`src/rtl/gravity_pkg.sv`:
```
// Shared types and constants for the gravity scheduler.
// level_period() turns a level into the level-derived drop period. The
// subtraction is done only when it cannot go below the floor.
package gravity_pkg;

  localparam int CNT_W       = 26;
  localparam int LVL_W       = 4;
  localparam int LOCK_RESETS = 15;

  typedef enum logic [2:0] {
    S_IDLE,
    S_FALL,
    S_LOCK,
    S_WAIT,
    S_PAUSE
  } state_t;

  function automatic logic [CNT_W-1:0] level_period(
    input logic [LVL_W-1:0] lvl,
    input int unsigned      base_p,
    input int unsigned      step_p,
    input int unsigned      min_p
  );
    int unsigned dec;
    dec = {{(32-LVL_W){1'b0}}, lvl} * step_p;
    if (base_p <= min_p || dec >= base_p - min_p)
      level_period = CNT_W'(min_p);
    else
      level_period = CNT_W'(base_p - dec);
  endfunction

endpackage

```
`src/rtl/gravity_scheduler_tick_counter.sv`:
```
// tick_counter: up-counter with clear and a terminal compare against limit.
// done pulses on the enabled cycle that finds the count at or past limit; the
// count wraps to 0 on that cycle. Using >= lets a limit that shrinks below the
// running count fire on the next enabled cycle instead of wrapping the counter.
module tick_counter #(
  parameter int W = 26
) (
  input  logic         clk,
  input  logic         rst,
  input  logic         en,
  input  logic         clr,
  input  logic [W-1:0] limit,
  output logic         done
);

  logic [W-1:0] cnt;
  logic         at_limit;

  assign at_limit = (cnt >= limit);
  assign done     = en && !clr && at_limit;

  // Count register: clear has priority, then count or wrap at the limit.
  always_ff @(posedge clk or posedge rst) begin
    if (rst)
      cnt <= '0;
    else if (clr)
      cnt <= '0;
    else if (en)
      cnt <= at_limit ? '0 : cnt + W'(1);
  end

endmodule

```
`src/rtl/gravity_scheduler.sv`:
```
// gravity_scheduler: drop-period generation, fall/lock timing and levelling.
// Optional feature macro: LOCK_RESET_EN (moves in LOCK restart the lock timer,
// at most LOCK_RESETS times per piece). Without it, moved is ignored.
//
//   state   | meaning
//   --------+----------------------------------------------------------
//   S_IDLE  | game not running or waiting for the first spawn
//   S_FALL  | piece falling, drop_tick every period cycles
//   S_LOCK  | piece resting on the stack, lock timer running
//   S_WAIT  | piece locked, waiting for the next spawn
//   S_PAUSE | frozen; ret_q holds S_FALL or S_LOCK to resume into
module gravity_scheduler
  import gravity_pkg::*;
#(
  parameter int unsigned BASE_PERIOD     = 12_500_000,
  parameter int unsigned LEVEL_STEP      = 500_000,
  parameter int unsigned MIN_PERIOD      = 1_250_000,
  parameter int unsigned SOFT_PERIOD     = 1_250_000,
  parameter int unsigned LOCK_CYCLES     = 12_500_000,
  parameter int unsigned LINES_PER_LEVEL = 10,
  parameter int unsigned MAX_LEVEL       = 15
) (
  input  logic             clk,
  input  logic             rst,
  input  logic             game_active,
  input  logic             pause,
  input  logic             soft_drop,
  input  logic             piece_spawn,
  input  logic             landed,
  input  logic             moved,
  input  logic             lines_valid,
  input  logic [2:0]       lines_cleared,
  output logic             drop_tick,
  output logic             lock_req,
  output logic [LVL_W-1:0] level,
  output logic [CNT_W-1:0] period
);

  // Accumulator holds < LINES_PER_LEVEL plus up to 7 lines of a single pulse.
  localparam int               ACC_W      = $clog2(LINES_PER_LEVEL + 8);
  localparam logic [ACC_W-1:0] LPL_C      = ACC_W'(LINES_PER_LEVEL);
  localparam logic [LVL_W-1:0] MAX_L      = LVL_W'(MAX_LEVEL);
  localparam logic [CNT_W-1:0] SOFT_P     = CNT_W'(SOFT_PERIOD);
  localparam logic [CNT_W-1:0] LOCK_LIMIT = CNT_W'(LOCK_CYCLES - 1);

  state_t           state, state_d, ret_q, ret_d, eff;
  logic             tick_d, lock_d;
  logic             act, spawn_go, move_ok, move_take;
  logic             fall_en, fall_clr, fall_done;
  logic             lock_en, lock_clr, lock_done;
  logic [CNT_W-1:0] per_lvl, per_sel, fall_limit;
  logic [ACC_W-1:0] line_acc, line_sum;

  // A released PAUSE behaves as its saved state on that same cycle, so a
  // pause of N cycles delays the timers by exactly N.
  assign eff = (state == S_PAUSE && !pause) ? ret_q : state;
  assign act = game_active && !pause;

  assign spawn_go  = game_active && (eff == S_IDLE || eff == S_WAIT) && piece_spawn;
  assign move_take = act && eff == S_LOCK && landed && move_ok;

  assign fall_en  = act && eff == S_FALL && !landed;
  assign fall_clr = !game_active || spawn_go || (act && eff == S_LOCK && !landed);
  assign lock_en  = act && eff == S_LOCK && landed && !move_ok;
  assign lock_clr = !game_active || (act && eff == S_FALL && landed) || move_take;

  assign per_lvl    = level_period(level, BASE_PERIOD, LEVEL_STEP, MIN_PERIOD);
  assign per_sel    = (soft_drop && per_lvl > SOFT_P) ? SOFT_P : per_lvl;
  assign fall_limit = period - CNT_W'(1);

  tick_counter #(.W(CNT_W)) u_fall_timer (
    .clk   (clk),
    .rst   (rst),
    .en    (fall_en),
    .clr   (fall_clr),
    .limit (fall_limit),
    .done  (fall_done)
  );

  tick_counter #(.W(CNT_W)) u_lock_timer (
    .clk   (clk),
    .rst   (rst),
    .en    (lock_en),
    .clr   (lock_clr),
    .limit (LOCK_LIMIT),
    .done  (lock_done)
  );

`ifdef LOCK_RESET_EN
  localparam int RST_W = $clog2(LOCK_RESETS + 1);
  logic [RST_W-1:0] resets_used;

  assign move_ok = moved && (resets_used < RST_W'(LOCK_RESETS));

  // Lock-reset budget per piece, refilled on every accepted spawn.
  always_ff @(posedge clk or posedge rst) begin
    if (rst)
      resets_used <= '0;
    else if (!game_active || spawn_go)
      resets_used <= '0;
    else if (move_take)
      resets_used <= resets_used + RST_W'(1);
  end
`else
  logic unused_moved;
  assign move_ok      = 1'b0;
  assign unused_moved = moved;
`endif

  // Next-state and strobe decode; game_active low overrides pause.
  always_comb begin
    state_d = state;
    ret_d   = ret_q;
    tick_d  = 1'b0;
    lock_d  = 1'b0;
    if (!game_active) begin
      state_d = S_IDLE;
      ret_d   = S_IDLE;
    end else if (pause && (state == S_FALL || state == S_LOCK)) begin
      state_d = S_PAUSE;
      ret_d   = state;
    end else begin
      state_d = eff;
      case (eff)
        S_IDLE, S_WAIT: begin
          if (piece_spawn) state_d = S_FALL;
        end
        S_FALL: begin
          if (landed) state_d = S_LOCK;
          else        tick_d  = fall_done;
        end
        S_LOCK: begin
          if (!landed) begin
            state_d = S_FALL;
          end else if (lock_done) begin
            state_d = S_WAIT;
            lock_d  = 1'b1;
          end
        end
        default: state_d = state;
      endcase
    end
  end

  // State, registered strobes and the registered active period.
  always_ff @(posedge clk or posedge rst) begin
    if (rst) begin
      state     <= S_IDLE;
      ret_q     <= S_IDLE;
      drop_tick <= 1'b0;
      lock_req  <= 1'b0;
      period    <= '0;
    end else begin
      state     <= state_d;
      ret_q     <= ret_d;
      drop_tick <= tick_d;
      lock_req  <= lock_d;
      period    <= per_sel;
    end
  end

  assign line_sum = line_acc + ACC_W'(lines_cleared);

  // Line accumulation; one level per pulse, saturating at MAX_LEVEL.
  always_ff @(posedge clk or posedge rst) begin
    if (rst) begin
      line_acc <= '0;
      level    <= '0;
    end else if (!game_active) begin
      line_acc <= '0;
      level    <= '0;
    end else if (lines_valid) begin
      if (line_sum >= LPL_C) begin
        line_acc <= line_sum - LPL_C;
        if (level < MAX_L) level <= level + LVL_W'(1);
      end else begin
        line_acc <= line_sum;
      end
    end
  end

endmodule

```
`config.mk`:
```
export PLATFORM = sky130hd
export DESIGN_NAME = gravity_scheduler
export DESIGN_NICKNAME = d
export VERILOG_FILES = /design/src/rtl/gravity_pkg.sv /design/src/rtl/gravity_scheduler_tick_counter.sv /design/src/rtl/gravity_scheduler.sv
export SDC_FILE = /design/constraint.sdc
export NUM_CORES = 1
export LEC_CHECK = 0
export ABC_AREA = 1
export BUFFER_PORTS_ARGS = -buffer_cell sky130_fd_sc_hd__buf_2
export CAP_MARGIN = 20
export CORE_MARGIN = 8
export CORE_UTILIZATION = 50
export CTS_CLUSTER_DIAMETER = 120
export CTS_CLUSTER_SIZE = 40
export DETAILED_ROUTE_END_ITERATION = 16
export PLACE_DENSITY = 0.68
export SYNTH_ARGS = -nofsm -noshare
export SYNTH_HDL_FRONTEND = slang
export SYNTH_SLANG_ARGS = --single-unit
```
`constraint.sdc`:
```
create_clock -name clk -period 5.6 [get_ports clk]
set_clock_uncertainty 0.2 [all_clocks]
set_input_delay 0.56 -clock clk [delete_from_list [all_inputs] [get_ports clk]]
set_output_delay 0.56 -clock clk [all_outputs]
set_load 0.03 [all_outputs]
```
; Word-level counts from Yosys, hierarchy flattened
; Cells that the tools add are included.
[word_totals]
output_inout_bits = 32
input_bits = 12
elab_cells = 97
register_bits = 95
[classes]
n_reduce_logical = 31
mux = 33
order_cmp = 5
add_sub_neg = 7
n_eq_ne = 11
n_mul = 1
[op_table]
columns = op, n
row1 = 26-bit two-way mux, 7
row2 = "26-bit by 1-bit adder with 26-bit output, second input constant", 2
row3 = 3-bit two-way mux, 9
row4 = "26-bit by 24-bit greater-or-equal comparator with 1-bit output, second input constant", 1
row5 = 26-bit greater-or-equal comparator, 1
row6 = "26-bit by 21-bit greater-than comparator with 1-bit output, second input constant", 1
row7 = "26-bit by 1-bit subtractor with 26-bit output, second input constant", 1
row8 = "24-bit by 23-bit subtractor with 25-bit output, first input constant", 1
row9 = "4-bit by 14-bit multiplier with 18-bit output, second input constant", 1
row10 = 1-bit logical AND, 16
row11 = 4-bit two-way mux, 4
row12 = 5-bit two-way mux, 3
row13 = "3-bit by 2-bit equality test with 1-bit output, second input constant", 3
row14 = 1-bit two-way mux, 9
row15 = 3-bit case mux with 3 select lines, 1
row16 = "2-bit by 1-bit != test with 1-bit output, second input constant", 4
row17 = "3-bit by 1-bit equality test with 1-bit output, second input constant", 2
row18 = 5-bit by 3-bit adder with 5-bit output, 1
row19 = "5-bit by 4-bit greater-or-equal comparator with 1-bit output, second input constant", 1
row20 = 1-bit zero test, 5
row21 = 1-bit logical OR, 5
row22 = "5-bit by 1-bit != test with 1-bit output, second input constant", 1
row23 = "5-bit by 4-bit subtractor with 5-bit output, second input constant", 1
row24 = "4-bit by 1-bit adder with 4-bit output, second input constant", 1
row25 = other kinds (6), 7

; Depth between registers and ports, before layout
; Gate-level depths: netlist (run 1).
[logic_depth]
depth_word = 16
depth_mapped = 22
mapped_depth_nobuf = 21

; Hierarchy
; From an unflattened synthesis (run 1), not the netlist that was laid out.
[hier_totals]
hier_cells = 1272
hier_area_um2 = 8568.2
[modules_own_cells]
columns = module, cells_per_inst, area_each_um2, n_inst, seq_area_each_um2
row1 = tick_counter, 422, 2696.3, 2, 650.6
row2 = gravity_scheduler, 428, 3175.5, 1, 925.9

; Worst setup path before layout (run 1)
; No wires, ideal clock.
[synth_timing]
path_type = register -> register
startpoint = register level[1]
endpoint = register period[22]
path_buffers = 0
slack_ns = 2.230
period_less_slack_ns = 3.370
setup_time_ns = 0.136
path_stages_with_launch = 13
arrival_time_ns = 3.034
cell_sequence = dfrtp_1 > inv_1 > ha_1 > fa_1 > fa_1 > nand3_1 > nand2_1 > xnor2_1 > nand2_1 > nor2_1 > nand2_1 > nand2_1 > a21oi_1
[synth_via]
elab_chain_len = 5
[synth_lines]
columns = item, line_no
row1 = "start, declared", gravity_scheduler.sv:35  ; output logic [LVL_W-1:0] level,
row2 = "start signal, assigned", gravity_scheduler.sv:175  ; if (level < MAX_L) level <= level + LVL_W'(1);
row3 = 4-bit by 14-bit multiplier with 18-bit output (*), gravity_pkg.sv:25  ; dec = {{(32-LVL_W){1'b0}}, lvl} * step_p;
row4 = 24-bit by 23-bit subtractor with 25-bit output (*), gravity_pkg.sv:29  ; level_period = CNT_W'(base_p - dec);
row5 = 26-bit by 21-bit greater-than comparator with 1-bit output, gravity_scheduler.sv:68  ; assign per_sel = (soft_drop && per_lvl > SOFT_P) ? SOFT_P : per_lvl;
row6 = 1-bit logical AND, gravity_scheduler.sv:68
row7 = 26-bit two-way mux (*), gravity_scheduler.sv:68
row8 = net per_sel[22], gravity_scheduler.sv:51  ; logic [CNT_W-1:0] per_lvl, per_sel, fall_limit;
row9 = "end signal, assigned", gravity_scheduler.sv:158  ; period <= per_sel;
row10 = "end, declared", gravity_scheduler.sv:36  ; output logic [CNT_W-1:0] period
; Mark *: on every way through the listed nets, which the timed path passes. The rest lies on a longest branch.
; A chain may end at the register's enable or synchronous reset.

; Worst setup path after layout (run 1)
; Same ends and word-level chain as after synthesis.

==> results of run 1 <==
==> routing by layer <==
| metal | track usage, % | up-vias | wire length [um] |
|---|---|---|---|
| met3 | 3.44 | 18 | 536 |
| met2 | 28.4 | 94 | 6730 |
| met4 | 5.30 | 0 | 246 |
| met1 | 23.4 | 2721 | 7610 |
| met5 | 0 | - | 0 |
| li1 | - | 3105 | - |
==> power groups by stage <==
| stage | clock network (uW) | registers [uW] | logic (uW) |
|---|---|---|---|
| after global routing | 673 | 831 | 1040 |
| after floorplan | 0 | 888 | 639 |
| after detailed placement | 0 | 828 | 914 |
| after global placement | 0 | 828 | 906 |
| after CTS | 650 | 816 | 918 |
| final | 633 | 816 | 917 |
==> kinds of logic (layout without fill, tap and decap cells) <==
family	Yosys count	count (layout)
compound gates	84	84
fa+ha+maj	56	56
xor+xnor	64	64
other cells	1	6
simple gates	511	511
buf+inv	129	161
flops	89	89
==> Yosys cell counts (7+ instances only) <==
cell type	count	area, um^2
xnor2_1	19	166
dfrtp_1	89	2230
nor2_1	101	379
nand2_1	226	848
nand3_1	104	521
nor3_1	19	95.1
inv_1	101	379
a21oi_1	29	145
buf_4	7	52.6
o21ai_0	18	90.1
xor2_1	45	394
o21ai_1	26	130
ha_1	50	626
nand4_1	30	188
==> sequential cells by signal, indices dropped and copies added, names as in the netlist <==
name,count
drop_tick,1
level,4
line_acc,5
lock_req,1
period,20
ret_q,3
state,3
u_fall_timer.cnt,26
u_lock_timer.cnt,26
==> stage by stage <==
| stage | std cells | setup WS (ns) |
|---|---|---|
| 2_1_floorplan | 939 | 2.23 |
| 5_1_grt | 1147 | 1.69 |
| 6_report | 1147 | 2.02 |
| 3_5_place_dp | 1130 | 1.70 |
| 4_1_cts | 1146 | 1.70 |
| 3_3_place_gp | 1130 | 1.78 |
==> worst reg2reg max path, stage by stage, from the launching register on <==
cell     delay [ns]
dfrtp_1        0.61
inv_1          0.27
ha_1           0.39
fa_1           0.52
fa_1           0.48
nand3_1        0.10
nand2_1        0.08
xnor2_1        0.30
nand2_1        0.12
nor2_1         0.19
nand3_1        0.09
a21oi_1        0.15
==> cell type report <==
class | instances | area (um^2)
clock inverters | 4 | 48.8
repair buffers | 38 | 203
fillers | 1289 | 5860
clock buffers | 12 | 267
inverters | 107 | 404
multi-input cells | 721 | 4070
well taps | 176 | 220
flip-flops and latches | 89 | 2230
==> worst max-delay path by stage <==
stage / slack [ns] / to
2_1_floorplan: 2.23 / period[22]
3_3_place_gp: 1.78 / u_fall_timer.cnt[2]
3_5_place_dp: 1.70 / u_fall_timer.cnt[2]
4_1_cts: 1.70 / u_fall_timer.cnt[2]
5_1_grt: 1.69 / u_fall_timer.cnt[15]
6_report: 2.02 / period[22]
==> impl_metrics.csv, run 1 <==
group,metric,value,unit
critical_path,critPathTopFamily,"adder cells",
floorplanning,pin_count,44,
routing,wl_per_cell,13.2,um
synthesis,synth_compound_area_share,6.63,%
sta,fin_crit_sh,63.8,%
synthesis,synthMuxAreaShare,0,%
synthesis,synth_xor_area_share,8.22,%
floorplanning,std_cell_rows,42,
sta,fin_crit,3.58,ns
clocking,clockRootBuffer,"clkbuf_16",
routing,drt_pre_antenna_iters,4,
sta,hold_slack,0.00391,ns
power,switching_share,41.1,%
floorplanning,dieArea,0.0176,mm^2
clocking,hold_buffers,0,
global_route,grtUsageTotal,17.6,%
critical_path,path_class,"reg -> reg",
global_route,antenna_found_initial,0,
synthesis,synth_adder_area_share,10.9,%
power,clockPowerShare,26.7,%
global_route,grt_max_degree,59,
critical_path,crit-reg2reg-launch,"level[1]",
synthesis,synth-async-reset-ratio,100,%
synthesis,synth_top_family_by_area,"simple AND/OR/NAND/NOR gates",
critical_path,crit_buf_inv,1,
min_path,hp-class,"in -> async",
global_route,grt_pass1_vias,5527,
flow_run,cap_viol_max_count,0,
critical_path,arrival,3.64,ns
sta,timing.fmax,0.280,GHz
clocking,clockBufferDepth,2,
cells_and_area,nets,1034,
critical_path,worstPathRequired,5.67,ns
synthesis,ys_seq_elements,89,
clocking,cts_tree,"built",
run_status,status,"finished clean",
sta,final_max_slew_viol_count,0,
critical_path,worstRegToRegCells,11,
critical_path,reg2reg_to,"period[22]",
power,p_per_area,318,mW/mm^2
cells_and_area,final_common_cell,"nand2_1",
routing,vias,5938,
synthesis,synth_warnings,0,
floorplanning,start_util,51.3,%
cells_and_area,final_layout_size_suffix_gt1_share,8.44,%
clocking,htreeDepth,3,
clocking,cts_buffers,9,
synthesis,ys_types,38,
cells_and_area,antenna_cells,0,
routing,drc,0,
sta,slew_headroom,47.3,%
power,pwr-share-seq,34.5,%
critical_path,r2r_setup_slack,2.02,ns
floorplanning,die_w,133,um
clocking,post-cts-setup-buffers,0,
clocking,cts_resized,0,
global_route,gr-total-overflow,0,
power,report.power.total,2370,uW
clocking,insertion_delay,0.34,ns
synthesis,synthFlopType,"dfrtp_1",
place,io_buffers,36,
place,place_hpwl,11400,um
global_route,grt_pass1_wl,26000,um
power,p_leak,0.00369,uW
floorplanning,core,0.0133,mm^2
place,routabilityCongestion,0.887,
place,dpl_cell_area,0.00711,mm^2
critical_path,cp-startpoint,"level[1]",
power,ir_drop,192,uV
critical_path,worst-path-stages,11,
power,intPower,1390,uW
critical_path,crit_path_end_kind,"flip-flop",
synthesis,yosys.area_share.simple,33.6,%
floorplanning,die_y,133,um
critical_path,cp_max_fo,11,
sta,setup_viol,0,
sta,worstMarginPinSlew,0.789,ns
sta,hold_viol,0,
routing,vias_per_cell,5.18,
power,p_sw,972,uW
routing,drtAntennaViolNets,0,
synthesis,synth_edf_count,0,
critical_path,cpPeakStageDelay,0.61,ns
critical_path,cp_cell_sequence,"inv_1, ha_1, fa_1, fa_1, nand3_1, nand2_1, xnor2_1, nand2_1, nor2_1, nand3_1, a21oi_1",
cells_and_area,final_cell_mix,"nand2_1, nand3_1, nor2_1",
synthesis,syn_area_per_cell,7.30,um^2
power,comb_power_share,38.8,%
synthesis,netlist_instances,934,
cells_and_area,area_growth,9.12,%
clocking,clock-sinks,89,
clocking,path_clk_slew,0.06,ns
synthesis,ys_seq_area_share,32.7,%
critical_path,cp-start-kind,"flip-flop",
sta,fin_setup_tns,0,ns
cells_and_area,post-route-util,55.9,%
critical_path,crit_slowest_cell,"dfrtp_1",
routing,routed_wl,15100,um
cells_and_area,final_area,0.00744,mm^2
routing,drt_iter0_drc,322,
synthesis,syn_area,0.00682,mm^2
sta,rsz0062_at_grt,"false",
Power figures use the tool's default switching activity.
==> inputs of run 2 (changes only) <==
==> constraint.sdc (replaced) <==
create_clock -name clk -period 3.6 [get_ports clk]
set_clock_uncertainty 0.2 [all_clocks]
set_input_delay 0.36 -clock clk [delete_from_list [all_inputs] [get_ports clk]]
set_output_delay 0.36 -clock clk [all_outputs]
set_load 0.03 [all_outputs]
==> run 2 against run 1 <==
Compared with the run above: first-iteration DRC count is 23% higher; maximum frequency increased by 8.4%; critical path depth unchanged.
==> impl_metrics.csv, run 2 (synthesized netlist as in run 1, its figures left out) <==
group,metric,value,unit
clocking,insertion_delay,0.35,ns
run_status,status,"finished clean",
critical_path,crit_slowest_cell,"dfrtp_1",
floorplanning,core,0.0133,mm^2
floorplanning,start_util,51.3,%
sta,fin_crit_sh,91.6,%
power,clockPowerShare,23.5,%
flow_run,cap_viol_max_count,0,
power,pwr-share-seq,34.4,%
cells_and_area,final.fill_count,1298,
critical_path,crit_path_end_kind,"flip-flop",
critical_path,cp_max_fo,7,
global_route,grt_pass1_wl,27100,um
sta,setup_viol,0,
place,place_hpwl,11900,um
routing,vias_per_cell,5.18,
power,p_leak,0.00373,uW
clocking,clockBufferDepth,2,
clocking,post-cts-setup-buffers,0,
cells_and_area,post-route-util,56.5,%
sta,fin_crit,3.30,ns
sta,fin_setup_tns,0,ns
floorplanning,pin_count,44,
cells_and_area,antenna_cells,0,
cells_and_area,reg_top3,"u_fall_timer.cnt x26, u_lock_timer.cnt x26, period x20",
place,dpl_cell_area,0.00723,mm^2
sta,hold_viol,0,
clocking,clockRootBuffer,"clkbuf_16",
critical_path,cpPeakStageDelay,0.54,ns
critical_path,cp_cell_sequence,"inv_1, ha_1, fa_1, fa_1, nand3_1, nand2_1, xnor2_1, nand2_1, nor2_1, nand3_1, a21oi_1",
global_route,grt_pass1_vias,5641,
clocking,cts_buffers,9,
cells_and_area,nets,1052,
clocking,cts_tree,"built",
clocking,hold_buffers,1,
global_route,gr-usage-met1,25.2,%
routing,routed_wl,15800,um
critical_path,crit_buf_inv,1,
routing,wl_per_cell,13.6,um
floorplanning,std_cell_rows,42,
min_path,hp-class,"in -> reg",
critical_path,path_class,"reg -> reg",
sta,worstMarginPinSlew,0.693,ns
sta,timing.fmax,0.303,GHz
clocking,path_clk_slew,0.06,ns
global_route,busiest_layer,"met2",
cells_and_area,area_growth,10.2,%
clocking,cts_resized,0,
critical_path,arrival,3.37,ns
floorplanning,die_y,133,um
global_route,met3_usage,3.44,%
sta,rsz0062_at_grt,"false",
global_route,grtUsageTotal,18.5,%
global_route,grt_use_met2,28.9,%
power,ir_drop,304,uV
cells_and_area,final_cell_mix,"nand2_1, nand3_1, nor2_1",
place,routabilityCongestion,0.902,
place,io_buffers,36,
global_route,antenna_found_initial,0,
global_route,grt_max_degree,56,
routing,vias,6026,
power,report.power.total,3620,uW
clocking,htreeDepth,3,
cells_and_area,final_common_cell,"nand2_1",
sta,slew_headroom,53.8,%
floorplanning,die_w,133,um
power,switching_share,42.7,%
floorplanning,dieArea,0.0176,mm^2
global_route,gr-total-overflow,0,
critical_path,cp-start-kind,"flip-flop",
sta,final_max_slew_viol_count,0,
critical_path,critPathTopFamily,"adder cells",
power,p_per_area,482,mW/mm^2
cells_and_area,final_area,0.00751,mm^2
power,p_sw,1540,uW
routing,drt_iter0_drc,395,
critical_path,worstPathRequired,3.67,ns
cells_and_area,final_layout_size_suffix_gt1_share,9.63,%
routing,drt_pre_antenna_iters,4,
clocking,clock-sinks,89,
power,intPower,2070,uW
routing,drtAntennaViolNets,0,
power,comb_power_share,42.1,%
routing,drc,0,
==> run 2: cell types whose count changed in the layout (fill, tap and decap cells not counted), sizes merged <==
cell / previous run / this run
inv: 108 / 107
clkinv: 2 / 1
bufinv: 1 / 0
buf: 38 / 55
clkinvlp: 0 / 2
clkbuf: 12 / 11
dlygate4sd3: 0 / 1
==> run 2: worst reg2reg max path, cell delays in order (launching register included) <==
cell and delay [ns]:
dfrtp_1 0.54, inv_1 0.11, ha_1 0.35, fa_1 0.52
fa_1 0.47, nand3_1 0.10, nand2_1 0.08, xnor2_1 0.30
nand2_1 0.11, nor2_1 0.21, nand3_1 0.10, a21oi_1 0.15
==> run 2: final cells by class <==
| class | instances | area [um^2] | share of cell area [%] |
|---|---|---|---|
| Multi-Input combinational cell | 721 | 4070 | 54.1 |
| Tap cell | 176 | 220 | 2.93 |
| Clock buffer | 11 | 233 | 3.10 |
| Clock inverter | 3 | 20.0 | 0.266 |
| Inverter | 107 | 404 | 5.38 |
| Sequential cell | 89 | 2230 | 29.6 |
| Timing Repair Buffer | 56 | 340 | 4.53 |
==> run 2: path summary, 6_finish.rpt <==
| kind | startpoint | to | slack (ns) | cells after the start |
|---|---|---|---|---|
| min in group asynchronous | rst | u_fall_timer.cnt[18] | 0.47 | 3 |
| worst max register to register | level[1] | period[22] | 0.30 | 11 |
| worst min register to register | ret_q[1] | ret_q[1] | 0.28 | 2 |
| worst min-delay path | soft_drop | period[4] | 0.08 | 1 |
| max in group asynchronous | rst | u_fall_timer.cnt[20] | 1.98 | 4 |
| worst max-delay path | level[1] | period[22] | 0.30 | 11 |
==> run 2: power groups by stage <==
| stage | clock (uW) | combinational [uW] | sequential, uW |
|---|---|---|---|
| after floorplan | 0 | 994 | 1380 |
| after global placement | 0 | 1490 | 1260 |
| after detailed placement | 0 | 1510 | 1260 |
| after CTS | 871 | 1520 | 1240 |
| after global routing | 904 | 1720 | 1270 |
| final | 850 | 1520 | 1250 |
==> run 2: per-layer routing <==
layer | wire, um | part of all wire [%]
met1 | 7820 | 49
met2 | 7130 | 45
met3 | 682 | 4.3
met4 | 174 | 1.1
met5 | 0 | 0
==> run 2: per-stage QoR <==
| step | worst slack [ns] | hold WS (ns) | std cells |
|---|---|---|---|
| after global routing | 0.0740 | 0.0820 | 1163 |
| after global placement | 0.0563 | 0.275 | 1147 |
| final | 0.303 | 0.0800 | 1163 |
| after detailed placement | 0.0357 | 0.276 | 1147 |
| after floorplan | 0.230 | 0.223 | 939 |
| after CTS | 0.0335 | 0.0694 | 1162 |
==> inputs of run 3 (changes only) <==
--- a/config.mk
+++ b/config.mk
@@ -5,11 +5,11 @@
 export SDC_FILE = /design/constraint.sdc
 export NUM_CORES = 1
 export LEC_CHECK = 0
-export ABC_AREA = 1
 export BUFFER_PORTS_ARGS = -buffer_cell sky130_fd_sc_hd__buf_2
 export CAP_MARGIN = 20
 export CORE_MARGIN = 8
 export CORE_UTILIZATION = 50
+export CTS_BUF_LIST = sky130_fd_sc_hd__clkbuf_16
 export CTS_CLUSTER_DIAMETER = 120
 export CTS_CLUSTER_SIZE = 40
 export DETAILED_ROUTE_END_ITERATION = 16
==> constraint.sdc (replaced) <==
create_clock -name clk -period 3.17 [get_ports clk]
set_clock_uncertainty 0.2 [all_clocks]
set_input_delay 0.317 -clock clk [delete_from_list [all_inputs] [get_ports clk]]
set_output_delay 0.317 -clock clk [all_outputs]
set_load 0.03 [all_outputs]
==> run 3 against run 2 <==
Compared with the run above: the run now ends with setup timing left; clock-buffer cell count decreased by 2; critical path depth increased by 3; die area decreased by 6.6%; via count decreased by 6.0%; worst hold slack got worse by 0.025 ns; final cell count decreased by 15%; cell area increased by 3.9%; clock power increased by 16%; sequential share of layout area decreased by 0.95 points; first-iteration DRC count decreased by 13%; critical path type unchanged; largest power group is now sequential cells.
==> impl_metrics.csv, run 3 <==
group,metric,value,unit
run_status,status,"finished, violations left",
run_status,violations,"setup timing",
routing,drtAntennaViolNets,0,
global_route,busiest_layer,"met2",
synthesis,synth_top_area_share,35.3,%
power,pwr-share-seq,38.0,%
critical_path,cp-start-kind,"flip-flop",
cells_and_area,post-route-util,62.6,%
routing,drt_iter0_drc,345,
global_route,grtUsageTotal,19.6,%
cells_and_area,nets,882,
place,place_hpwl,11500,um
power,comb_power_share,33.3,%
critical_path,reg2reg_to,"u_fall_timer.cnt[2]",
power,intPower,2210,uW
synthesis,ys_seq_area_share,35.3,%
synthesis,synthTopCellsByArea,"dfrtp_1, ha_1, nand2_1, nand3_1, xnor2_1",
power,switching_share,35.5,%
min_path,hold_end,"period[4]",
critical_path,crit_path_end_kind,"flip-flop",
synthesis,synth-async-reset-ratio,100,%
place,dp_cells,958,
routing,drt_pre_antenna_iters,5,
floorplanning,die_w,128,um
sta,setup_viol,29,
cells_and_area,final_layout_size_suffix_gt1_share,24.1,%
synthesis,synth.most_common_cell,"dfrtp_1",
routing,drc,0,
synthesis,syn_area_per_cell,8.72,um^2
critical_path,crit_slowest_cell,"dfrtp_2",
synthesis,synth_edf_count,0,
routing,wl_per_cell,15.9,um
power,ir_drop,277,uV
min_path,min_from,"soft_drop",
synthesis,yosysTopAreaCell,"dfrtp_1",
critical_path,arrival,3.54,ns
cells_and_area,reg_top3,"u_fall_timer.cnt x26, u_lock_timer.cnt x26, period x20",
power,clockPowerShare,28.8,%
sta,timing.fmax,0.289,GHz
critical_path,cp-startpoint,"period[13]",
global_route,met3_usage,3.91,%
critical_path,cp_max_fo,8,
sta,worstMarginPinSlew,0.726,ns
sta,fin_crit,3.46,ns
critical_path,cpPeakStageDelay,0.42,ns
routing,vias_per_cell,5.72,
clocking,cts_tree,"built",
critical_path,path_class,"reg -> reg",
floorplanning,core,0.0125,mm^2
clocking,cts_buffers,9,
cells_and_area,stdcell_count,990,
global_route,grt_pass1_vias,5557,
critical_path,r2r_setup_slack,-0.29,ns
synthesis,ys_types,59,
synthesis,syn_area,0.00630,mm^2
power,p_sw,1220,uW
synthesis,ys_seq_elements,89,
global_route,antenna_found_initial,0,
synthesis,synth_common_cells,"dfrtp_1, nand2_1, nand3_1, nor2_1, ha_1",
floorplanning,pin_count,44,
cells_and_area,antenna_cells,0,
critical_path,worstPathRequired,3.25,ns
global_route,grt_max_degree,51,
sta,final_max_slew_viol_count,0,
sta,fin_crit_sh,109,%
floorplanning,start_util,50.6,%
global_route,grt_use_met2,33.5,%
flow_run,cap_viol_max_count,0,
cells_and_area,final_common_cell,"nand2_1",
cells_and_area,final_cell_mix,"nand2_1, dfrtp_1, buf_4",
synthesis,netlist_instances,723,
floorplanning,std_cell_rows,41,
critical_path,worstRegToRegCells,14,
clocking,clockRootBuffer,"clkbuf_16",
cells_and_area,area_growth,23.8,%
routing,routed_wl,15700,um
place,io_buffers,36,
sta,hold_viol,0,
place,routabilityCongestion,0.892,
cells_and_area,final_area,0.00781,mm^2
global_route,gr-usage-met1,23.6,%
sta,fin_ws,-0.291,ns
sta,slew_headroom,51.3,%
power,p_per_area,439,mW/mm^2
clocking,clockBufferDepth,2,
place,dpl_cell_area,0.00712,mm^2
sta,rsz0062_at_grt,"true",
routing,vias,5667,
min_path,hold_depth,1,
clocking,path_clk_slew,0.06,ns
clocking,htreeDepth,3,
critical_path,crit-reg2reg-launch,"period[13]",
global_route,grt_pass1_wl,26200,um
clocking,insertion_delay,0.36,ns
synthesis,synth_warnings,0,
power,p_leak,0.00352,uW
floorplanning,die_y,128,um
clocking,clock-sinks,89,
floorplanning,dieArea,0.0165,mm^2
min_path,hp-class,"in -> reg",
critical_path,cp_cell_sequence,"nor4_4, nand3_2, nor4_4, nand3b_1, xor2_1, ha_1, a21o_1, a21o_1, a2111oi_4, o211a_4, buf_4, buf_16, nand3_1, mux2i_1",
global_route,gr-total-overflow,0,
synthesis,synthFlopType,"dfrtp_1",
run 3: changes by cell type after synthesis, moves of 9 or more:
cell      before  now
nand2_1      226   83
mux2i_1        0   10
nand2b_1       0    9
clkbuf_1       6   22
and3_1         0   14
nand3_1      104   57
o21ai_0       18   31
o21ai_1       26    0
inv_1        101   29
xor2_1        45   22
nor2_1       101   55
or3_1          0   16
a31oi_1        0   13
run 3: power groups by stage:
stage               registers (uW)  clock network, uW  logic, uW
finish                        1300                986       1140
global route                  1310               1050       1260
CTS                           1300               1010       1120
detailed placement            1320                  0       1090
global placement              1320                  0       1050
floorplan                     1430                  0        644
run 3: layout make-up:
| type | count | area (um^2) |
|---|---|---|
| clock buffer | 9 | 225 |
| clock inverter | 6 | 37.5 |
| fill | 1038 | 4660 |
| inverter | 29 | 110 |
| multi-input combinational | 576 | 4170 |
| sequential | 89 | 2240 |
| tap | 172 | 215 |
| timing repair buffer | 109 | 812 |
run 3: worst max-delay path by stage:
stage | to | slack, ns | cells past startpoint
4_1_cts | u_fall_timer.cnt[15] | -0.29 | 13
3_5_place_dp | u_fall_timer.cnt[25] | -0.54 | 12
6_report | u_fall_timer.cnt[2] | -0.29 | 14
5_1_grt | u_fall_timer.cnt[24] | -0.49 | 14
3_3_place_gp | u_fall_timer.cnt[25] | -0.32 | 13
2_1_floorplan | u_fall_timer.cnt[10] | -0.33 | 15
run 3: stage by stage:
stage	setup TNS [ns]	setup WS, ns	hold WS [ns]	total power (uW)
6_report	-6.24	-0.291	0.0555	3430
3_3_place_gp	-6.63	-0.317	0.254	2370
3_5_place_dp	-11.03	-0.539	0.258	2410
5_1_grt	-11.52	-0.487	0.0646	3620
4_1_cts	-5.43	-0.290	0.0454	3430
2_1_floorplan	-7.47	-0.332	0.215	2070
run 3: cells by family after synthesis:
family                     share of synthesized area [%]
buffers and inverters                               4.43
DFF                                                 35.3
muxes                                               1.59
AOI/OAI and AO/OA                                   14.6
xor gates and xnor gates                            6.67
adders and majority gates                           11.8
other                                             0.0595
and+or+nand+nor                                     25.5
run 3: critical path: cells and delay by family (launching register included):
kind,cells,cell delay (ns)
and+or+nand+nor,5,0.91
DFF,1,0.42
muxes,1,0.12
adders and majority gates,1,0.30
AOI/OAI and AO/OA,4,0.98
xor gates and xnor gates,1,0.17
buffers and inverters,2,0.28
run 3: metal layers:
| metal | vias up | wire, um |
|---|---|---|
| met2 | 102 | 7950 |
| met3 | 20 | 573 |
| li1 | 2783 | - |
| met1 | 2762 | 6890 |
| met5 | - | 0 |
| met4 | 0 | 292 |
run 3: timing repair:
action                                 CTS  global route
resized for setup                       31            19
hold buffers                             1             0
pin swaps                               16            22
cloned                                   1             1
setup endpoints to repair               29            31
endpoints found under the hold margin   39             0
setup buffers                           10             5
